## config.mk

```make
export PLATFORM = sky130hd
export DESIGN_NAME = hps_fabric_reset_sequencer
export DESIGN_NICKNAME = d
export VERILOG_FILES = /design/src/rtl/hps_fabric_reset_sequencer.sv
export SDC_FILE = /design/constraint.sdc
export NUM_CORES = 1
export LEC_CHECK = 0
export ABC_AREA = 0
export BUFFER_PORTS_ARGS = -buffer_cell sky130_fd_sc_hd__buf_2
export CAP_MARGIN = 30
export CORE_ASPECT_RATIO = 0.5
export CORE_UTILIZATION = 55
export DETAILED_ROUTE_END_ITERATION = 12
export HOLD_SLACK_MARGIN = 0.08
export PLACE_DENSITY = 0.76
export SLEW_MARGIN = 20
export SYNTH_ARGS = -nofsm -noshare
export SYNTH_HDL_FRONTEND = slang
export SYNTH_SLANG_ARGS = --single-unit
```

## constraint.sdc

```tcl
create_clock -name clk_100_clk -period 7.14 [get_ports clk_100_clk]
set_input_delay 1.785 -clock clk_100_clk [delete_from_list [all_inputs] [get_ports clk_100_clk]]
set_output_delay 1.785 -clock clk_100_clk [all_outputs]
set_load 0.05 [all_outputs]
```

## src/rtl/hps_fabric_reset_sequencer.sv

```systemverilog
// Top-level SoC reset sequencer: holds Platform Designer in reset until configuration is done,
// then releases the fabric once the HPS lets go of h2f_reset. Handles warm resets, software pulses and boot timeouts.
//
// state    | meaning
// CONFIG   | device configuration not done, everything held in reset
// HOLD     | configuration done, qsys_reset_n held low for HOLD_CYCLES
// WAIT_HPS | system running, waiting for a debounced h2f_reset release
// RUN      | fabric released
// SW_RST   | software-requested fabric reset pulse
// FAULT    | HPS boot timeout, LEDs blink until ninit or block reset
module hps_fabric_reset_sequencer #(
    parameter int HOLD_CYCLES     = 1024,
    parameter int DEBOUNCE_CYCLES = 16,
    parameter int TIMEOUT_CYCLES  = 100000000,
    parameter int SW_PULSE_CYCLES = 32,
    parameter int BLINK_CYCLES    = 25000000
) (
    input  logic       clk_100_clk,
    input  logic       reset_reset,
    input  logic       ninit_done_ninit_done,
    input  logic       h2f_reset_reset,
    input  logic       sw_reset_req,
    output logic       qsys_reset_n,
    output logic       fabric_reset,
    output logic       fault,
    output logic [1:0] status_led,
    output logic [2:0] seq_state
);

    localparam logic [2:0] ST_CONFIG = 3'd0;
    localparam logic [2:0] ST_HOLD   = 3'd1;
    localparam logic [2:0] ST_WAIT   = 3'd2;
    localparam logic [2:0] ST_RUN    = 3'd3;
    localparam logic [2:0] ST_SW_RST = 3'd4;
    localparam logic [2:0] ST_FAULT  = 3'd5;

    localparam int CNT_MAX = (HOLD_CYCLES > SW_PULSE_CYCLES) ? HOLD_CYCLES : SW_PULSE_CYCLES;
    localparam int CNT_W   = $clog2(CNT_MAX + 1);
    localparam int TMO_W   = $clog2(TIMEOUT_CYCLES + 1);
    localparam int DEB_W   = $clog2(DEBOUNCE_CYCLES + 1);
    localparam int BLK_W   = $clog2(BLINK_CYCLES + 1);

    logic             ninit_meta_q, ninit_meta_d, ninit_s_q, ninit_s_d;
    logic             h2f_meta_q, h2f_meta_d, h2f_s_q, h2f_s_d;
    logic [2:0]       state_q, state_d;
    logic [CNT_W-1:0] cnt_q, cnt_d;
    logic [TMO_W-1:0] tmo_q, tmo_d, tmo_inc;
    logic [DEB_W-1:0] deb_q, deb_d, deb_inc;
    logic [BLK_W-1:0] blink_q, blink_d;
    logic             blink_toggle;
    logic             qsys_reset_n_q, qsys_reset_n_d;
    logic             fabric_reset_q, fabric_reset_d;
    logic             fault_q, fault_d;
    logic [1:0]       status_led_q, status_led_d;

    assign ninit_meta_d = ninit_done_ninit_done;
    assign ninit_s_d    = ninit_meta_q;
    assign h2f_meta_d   = h2f_reset_reset;
    assign h2f_s_d      = h2f_meta_q;

    assign tmo_inc = (tmo_q == TMO_W'(TIMEOUT_CYCLES)) ? tmo_q : tmo_q + TMO_W'(1);
    assign deb_inc = (deb_q == DEB_W'(DEBOUNCE_CYCLES)) ? deb_q : deb_q + DEB_W'(1);

    always_comb begin
        state_d      = state_q;
        cnt_d        = cnt_q;
        tmo_d        = '0;
        deb_d        = '0;
        blink_d      = '0;
        blink_toggle = 1'b0;

        if (ninit_s_q && (state_q != ST_CONFIG)) begin
            state_d = ST_CONFIG;
            cnt_d   = '0;
        end else begin
            case (state_q)
                ST_CONFIG: begin
                    if (!ninit_s_q) begin
                        state_d = ST_HOLD;
                        cnt_d   = CNT_W'(HOLD_CYCLES - 1);
                    end
                end
                ST_HOLD: begin
                    if (cnt_q == '0) state_d = ST_WAIT;
                    else             cnt_d   = cnt_q - CNT_W'(1);
                end
                ST_WAIT: begin
                    tmo_d = tmo_inc;
                    deb_d = h2f_s_q ? '0 : deb_inc;
                    // Debounce completion takes priority over a coincident timeout.
                    if (!h2f_s_q && (deb_inc == DEB_W'(DEBOUNCE_CYCLES)))
                        state_d = ST_RUN;
                    else if (tmo_inc == TMO_W'(TIMEOUT_CYCLES))
                        state_d = ST_FAULT;
                end
                ST_RUN: begin
                    if (h2f_s_q) begin
                        state_d = ST_WAIT;
                        cnt_d   = '0;
                    end else if (sw_reset_req) begin
                        state_d = ST_SW_RST;
                        cnt_d   = CNT_W'(SW_PULSE_CYCLES - 1);
                    end
                end
                ST_SW_RST: begin
                    if (h2f_s_q) begin
                        state_d = ST_WAIT;
                        cnt_d   = '0;
                    end else if (cnt_q == '0) begin
                        state_d = ST_RUN;
                    end else begin
                        cnt_d = cnt_q - CNT_W'(1);
                    end
                end
                ST_FAULT: begin
                    if (blink_q == BLK_W'(BLINK_CYCLES - 1)) blink_toggle = 1'b1;
                    else                                     blink_d      = blink_q + BLK_W'(1);
                end
                default: begin
                    state_d = ST_CONFIG;
                    cnt_d   = '0;
                end
            endcase
        end

        // Timeout/debounce/blink counters only live inside their own state.
        if (state_d != ST_WAIT) begin
            tmo_d = '0;
            deb_d = '0;
        end
        if (state_d != ST_FAULT) blink_d = '0;
    end

    always_comb begin
        qsys_reset_n_d = !((state_d == ST_CONFIG) || (state_d == ST_HOLD));
        fabric_reset_d = (state_d != ST_RUN);
        fault_d        = (state_d == ST_FAULT);
        case (state_d)
            ST_WAIT:   status_led_d = 2'b01;
            ST_RUN:    status_led_d = 2'b10;
            ST_SW_RST: status_led_d = 2'b11;
            ST_FAULT: begin
                if (state_q != ST_FAULT) status_led_d = 2'b11;
                else if (blink_toggle)   status_led_d = ~status_led_q;
                else                     status_led_d = status_led_q;
            end
            default:   status_led_d = 2'b00;
        endcase
    end

    always_ff @(posedge clk_100_clk) begin
        if (reset_reset) begin
            ninit_meta_q   <= 1'b1;
            ninit_s_q      <= 1'b1;
            h2f_meta_q     <= 1'b1;
            h2f_s_q        <= 1'b1;
            state_q        <= ST_CONFIG;
            cnt_q          <= '0;
            tmo_q          <= '0;
            deb_q          <= '0;
            blink_q        <= '0;
            qsys_reset_n_q <= 1'b0;
            fabric_reset_q <= 1'b1;
            fault_q        <= 1'b0;
            status_led_q   <= 2'b00;
        end else begin
            ninit_meta_q   <= ninit_meta_d;
            ninit_s_q      <= ninit_s_d;
            h2f_meta_q     <= h2f_meta_d;
            h2f_s_q        <= h2f_s_d;
            state_q        <= state_d;
            cnt_q          <= cnt_d;
            tmo_q          <= tmo_d;
            deb_q          <= deb_d;
            blink_q        <= blink_d;
            qsys_reset_n_q <= qsys_reset_n_d;
            fabric_reset_q <= fabric_reset_d;
            fault_q        <= fault_d;
            status_led_q   <= status_led_d;
        end
    end

    assign qsys_reset_n = qsys_reset_n_q;
    assign fabric_reset = fabric_reset_q;
    assign fault        = fault_q;
    assign status_led   = status_led_q;
    assign seq_state    = state_q;

endmodule

```

==> impl_metrics.py <==
metrics = {
    "clocking": {
        "cts_hold_buf": 0,
        "cts.reportedPaths.clkPinSlew_ns": 0.06,
        "cts_setup_buffers": 0,
        "insertion_delay_ns": 0.34,
        "cts_tree": "done",
        "cts_buffers": 9,
        "cts_root_buffer": "clkbuf_16",
        "cts_resized": 0,
        "clock_path_buffers": 2,
        "numClockSinks": 80,
        "htreeDepth": 3,
    },
    "final_layout": {
        "fin_util_pct": 62.6,
        "nNetsFinal": 543,
        "multi_input_area_mm2": 0.00251,
        "drive_gt1_share_pct": 8.38,
        "regArea_mm2": 0.00160,
        "fillers": 673,
        "syn_to_final_growth_pct": 8.17,
        "antennaDiodeCount": 0,
    },
    "setup_path": {
        "worst-r2r-cell-count": 10,
        "crit_chain": "ha_1, and3_1, nand3_1, nor4_1, o21ai_0, nor4_2, nand3_1, nand2_1, buf_8, nor3b_1",
        "critPathCaptureType": "flop",
        "worstPathRequired_ns": 7.35,
        "path_max_fanout": 15,
        "reg2reg_slack_ns": 3.59,
        "cp-start-kind": "flop",
        "slowest_delay_ns": 0.48,
        "r2r_start": "tmo_q[0]$_SDFF_PP0_",
        "r2r_end": "deb_q[1]$_SDFF_PP0_",
        "cpMostUsedCell": "nand3_1",
        "setup.worst_path.class": "reg -> reg",
        "crit_slowest_cell": "dfxtp_1",
        "cp-startpoint": "tmo_q[0]$_SDFF_PP0_",
        "cp.arrival_ns": 3.75,
    },
    "synthesis": {
        "synthCells": 534,
        "synth_edf_count": 0,
        "syn_area_per_cell_um2": 8.08,
        "synth_cell_type_count": 57,
        "synth-async-reset-ratio_pct": 0,
        "syn_nets": 545,
        "ys_ff_latch": 80,
        "yosys-top-cells-area": "dfxtp_1 (37%), nor2_1 (7.0%), xor2_1 (5.7%), xnor2_1 (4.7%), nand3_1 (4.6%)",
        "synth_seq_area_share_pct": 37.1,
        "syn_area_mm2": 0.00432,
        "yosys_warnings": 0,
        "netlist.area_leader.share_pct": 37.1,
        "ys_top_cells_by_count": "dfxtp_1 (80), nor2_1 (80), nand3_1 (40), nand2_1 (36), xor2_1 (28)",
        "synthFlopType": "dfxtp_1",
        "yosysTopAreaCell": "dfxtp_1",
    },
    "routing": {
        "dr.pass1.iters": 7,
        "vias": 3696,
        "drc": 0,
        "drt_iter0_markers": 266,
        "wl_per_cell_um": 13.7,
        "drt_wl_total_um": 8840,
        "antenna_left": 0,
        "via_per_inst": 5.73,
    },
    "power_and_ir_drop": {
        "power.density_mw_per_mm2": 208,
        "ir_drop_uv": 115,
        "leakage_nw": 1.52,
    },
    "floorplan": {
        "die_area_mm2": 0.00823,
        "core_mm2": 0.00746,
        "initial_core_util_pct": 57.9,
        "die_w_um": 127,
        "row_count": 22,
        "pin_count": 13,
        "die_height_um": 64.6,
    },
    "sta": {
        "setup_viol": 0,
        "fmax_mhz": 282,
        "tns_ns": 0,
        "finalMaxSlewViolations": 0,
        "worst_pin_slew_ns": 0.895,
        "fin_crit_ns": 3.55,
        "rsz0062_at_grt": "false",
        "slew-limit-headroom_pct": 40.3,
        "finalHoldViolations": 0,
        "fin_crit_sh_pct": 49.7,
        "skew_ns": 0.00554,
    },
    "grt": {
        "grt_pass1_vias": 3344,
        "grt_max_degree": 30,
        "globalRouteTotalUtil_pct": 23.7,
        "grt_use_met1_pct": 29.8,
        "grt_antenna_before_repair": 0,
        "overflow": 0,
        "grtUsageMet3_pct": 7.35,
        "grt_most_used_layer": "met2",
        "grtUsageMet2_pct": 38.7,
        "grt_pass1_wl_um": 15300,
    },
    "worst_hold_path": {
        "holdPathStages": 1,
        "min-delay-start": "ninit_meta_q$_SDFF_PP1_",
        "hold_path_class": "reg -> reg",
        "hold_end": "ninit_s_q$_SDFF_PP1_",
    },
    "place": {
        "port_buffers": 12,
        "place.gp.congestion": 0.853,
        "dp_hpwl_um": 6270,
    },
    "job": {
        "cap_violations": 0,
    },
    "outcome": {
        "status": "finished clean",
    },
}
[logic make-up after synthesis]
logic type	Yosys count	share of synthesized area (%)
flip-flops	80	37.1
adder cells (fa/ha/maj)	6	1.74
AND/OR/NAND/NOR	268	33.0
XOR/XNOR	51	10.3
buffers and inverters	43	4.64
multiplexers	4	0.928
AO/OA/AOI/OAI	82	12.3
[power by group]
| part | switching, mW | internal (mW) | total [mW] |
|---|---|---|---|
| registers | 0.0115 | 0.456 | 0.468 |
| clock network | 0.177 | 0.243 | 0.420 |
| logic | 0.0558 | 0.0274 | 0.0832 |
| total | 0.244 | 0.727 | 0.971 |
[how the worst max path moves through the flow]
| stage | slack [ns] | to | cells past startpoint |
|---|---|---|---|
| 6_report | 3.59 | deb_q[1]$_SDFF_PP0_ | 10 |
| 3_5_place_dp | 3.06 | deb_q[3]$_SDFF_PP0_ | 5 |
| 3_3_place_gp | 3.19 | deb_q[3]$_SDFF_PP0_ | 5 |
| 2_1_floorplan | 4.15 | tmo_q[0]$_SDFF_PP0_ | 7 |
| 5_1_grt | 3.19 | deb_q[1]$_SDFF_PP0_ | 10 |
| 4_1_cts | 3.41 | tmo_q[12]$_SDFF_PP0_ | 9 |
[flip-flops by register name, summed over array words and instances, names as in the netlist]
register      cells
ninit_meta_q      1
cnt_q            11
h2f_s_q           1
status_led        2
blink_q          25
tmo_q            27
h2f_meta_q        1
seq_state         3
fault             1
fabric_reset      1
qsys_reset_n      1
ninit_s_q         1
deb_q             5
[through the flow]
step | instance area [um^2] | std cells | hold slack, ns | worst slack, ns | power (mW)
after global routing | 4670 | 645 | 0.436 | 3.19 | 1.01
after CTS | 4650 | 643 | 0.413 | 3.41 | 0.978
after floorplan | 4320 | 534 | 0.389 | 4.15 | 0.540
after global placement | 4370 | 627 | 0.394 | 3.19 | 0.557
final | 4670 | 645 | 0.410 | 3.59 | 0.971
after detailed placement | 4370 | 627 | 0.399 | 3.06 | 0.558
[cell type report]
class	count	share of cell area [%]
inverter	16	1.29
clock buffer	11	5.20
timing repair buffer	14	1.77
clock inverter	5	0.697
sequential	80	34.3
tap	108	2.89
multi-input combinational	411	53.9
[layout by cell type (no fill, tap or decap), drive strengths merged, types with 12 or more instances in the layout]
master / Yosys / routed
nor3: 26 / 26
inv: 16 / 16
nor4: 13 / 13
xor2: 28 / 28
a21oi: 22 / 22
nand3: 40 / 40
clkbuf: 13 / 12
nand2: 36 / 36
dfxtp: 80 / 80
and3: 17 / 17
nor2: 80 / 80
xnor2: 23 / 23
buf: 14 / 13
nand4: 13 / 13
o21ai: 20 / 20
[metal layers]
| metal | wire, um | share of wire [%] | vias to the layer above |
|---|---|---|---|
| li1 | - | - | 1893 |
| met1 | 4320 | 49 | 1715 |
| met2 | 4030 | 46 | 79 |
| met3 | 391 | 4.4 | 9 |
| met4 | 96 | 1.1 | 0 |
| met5 | 0 | 0 | - |
[critical path: cells and delay by family (launching register included)]
kind / cells / cell delay (ns)
compound gates: 1 / 0.18
simple gates: 7 / 2.14
flops: 1 / 0.48
buf+inv: 1 / 0.22
fa+ha+maj: 1 / 0.40
(Power assumes the default switching activity.)
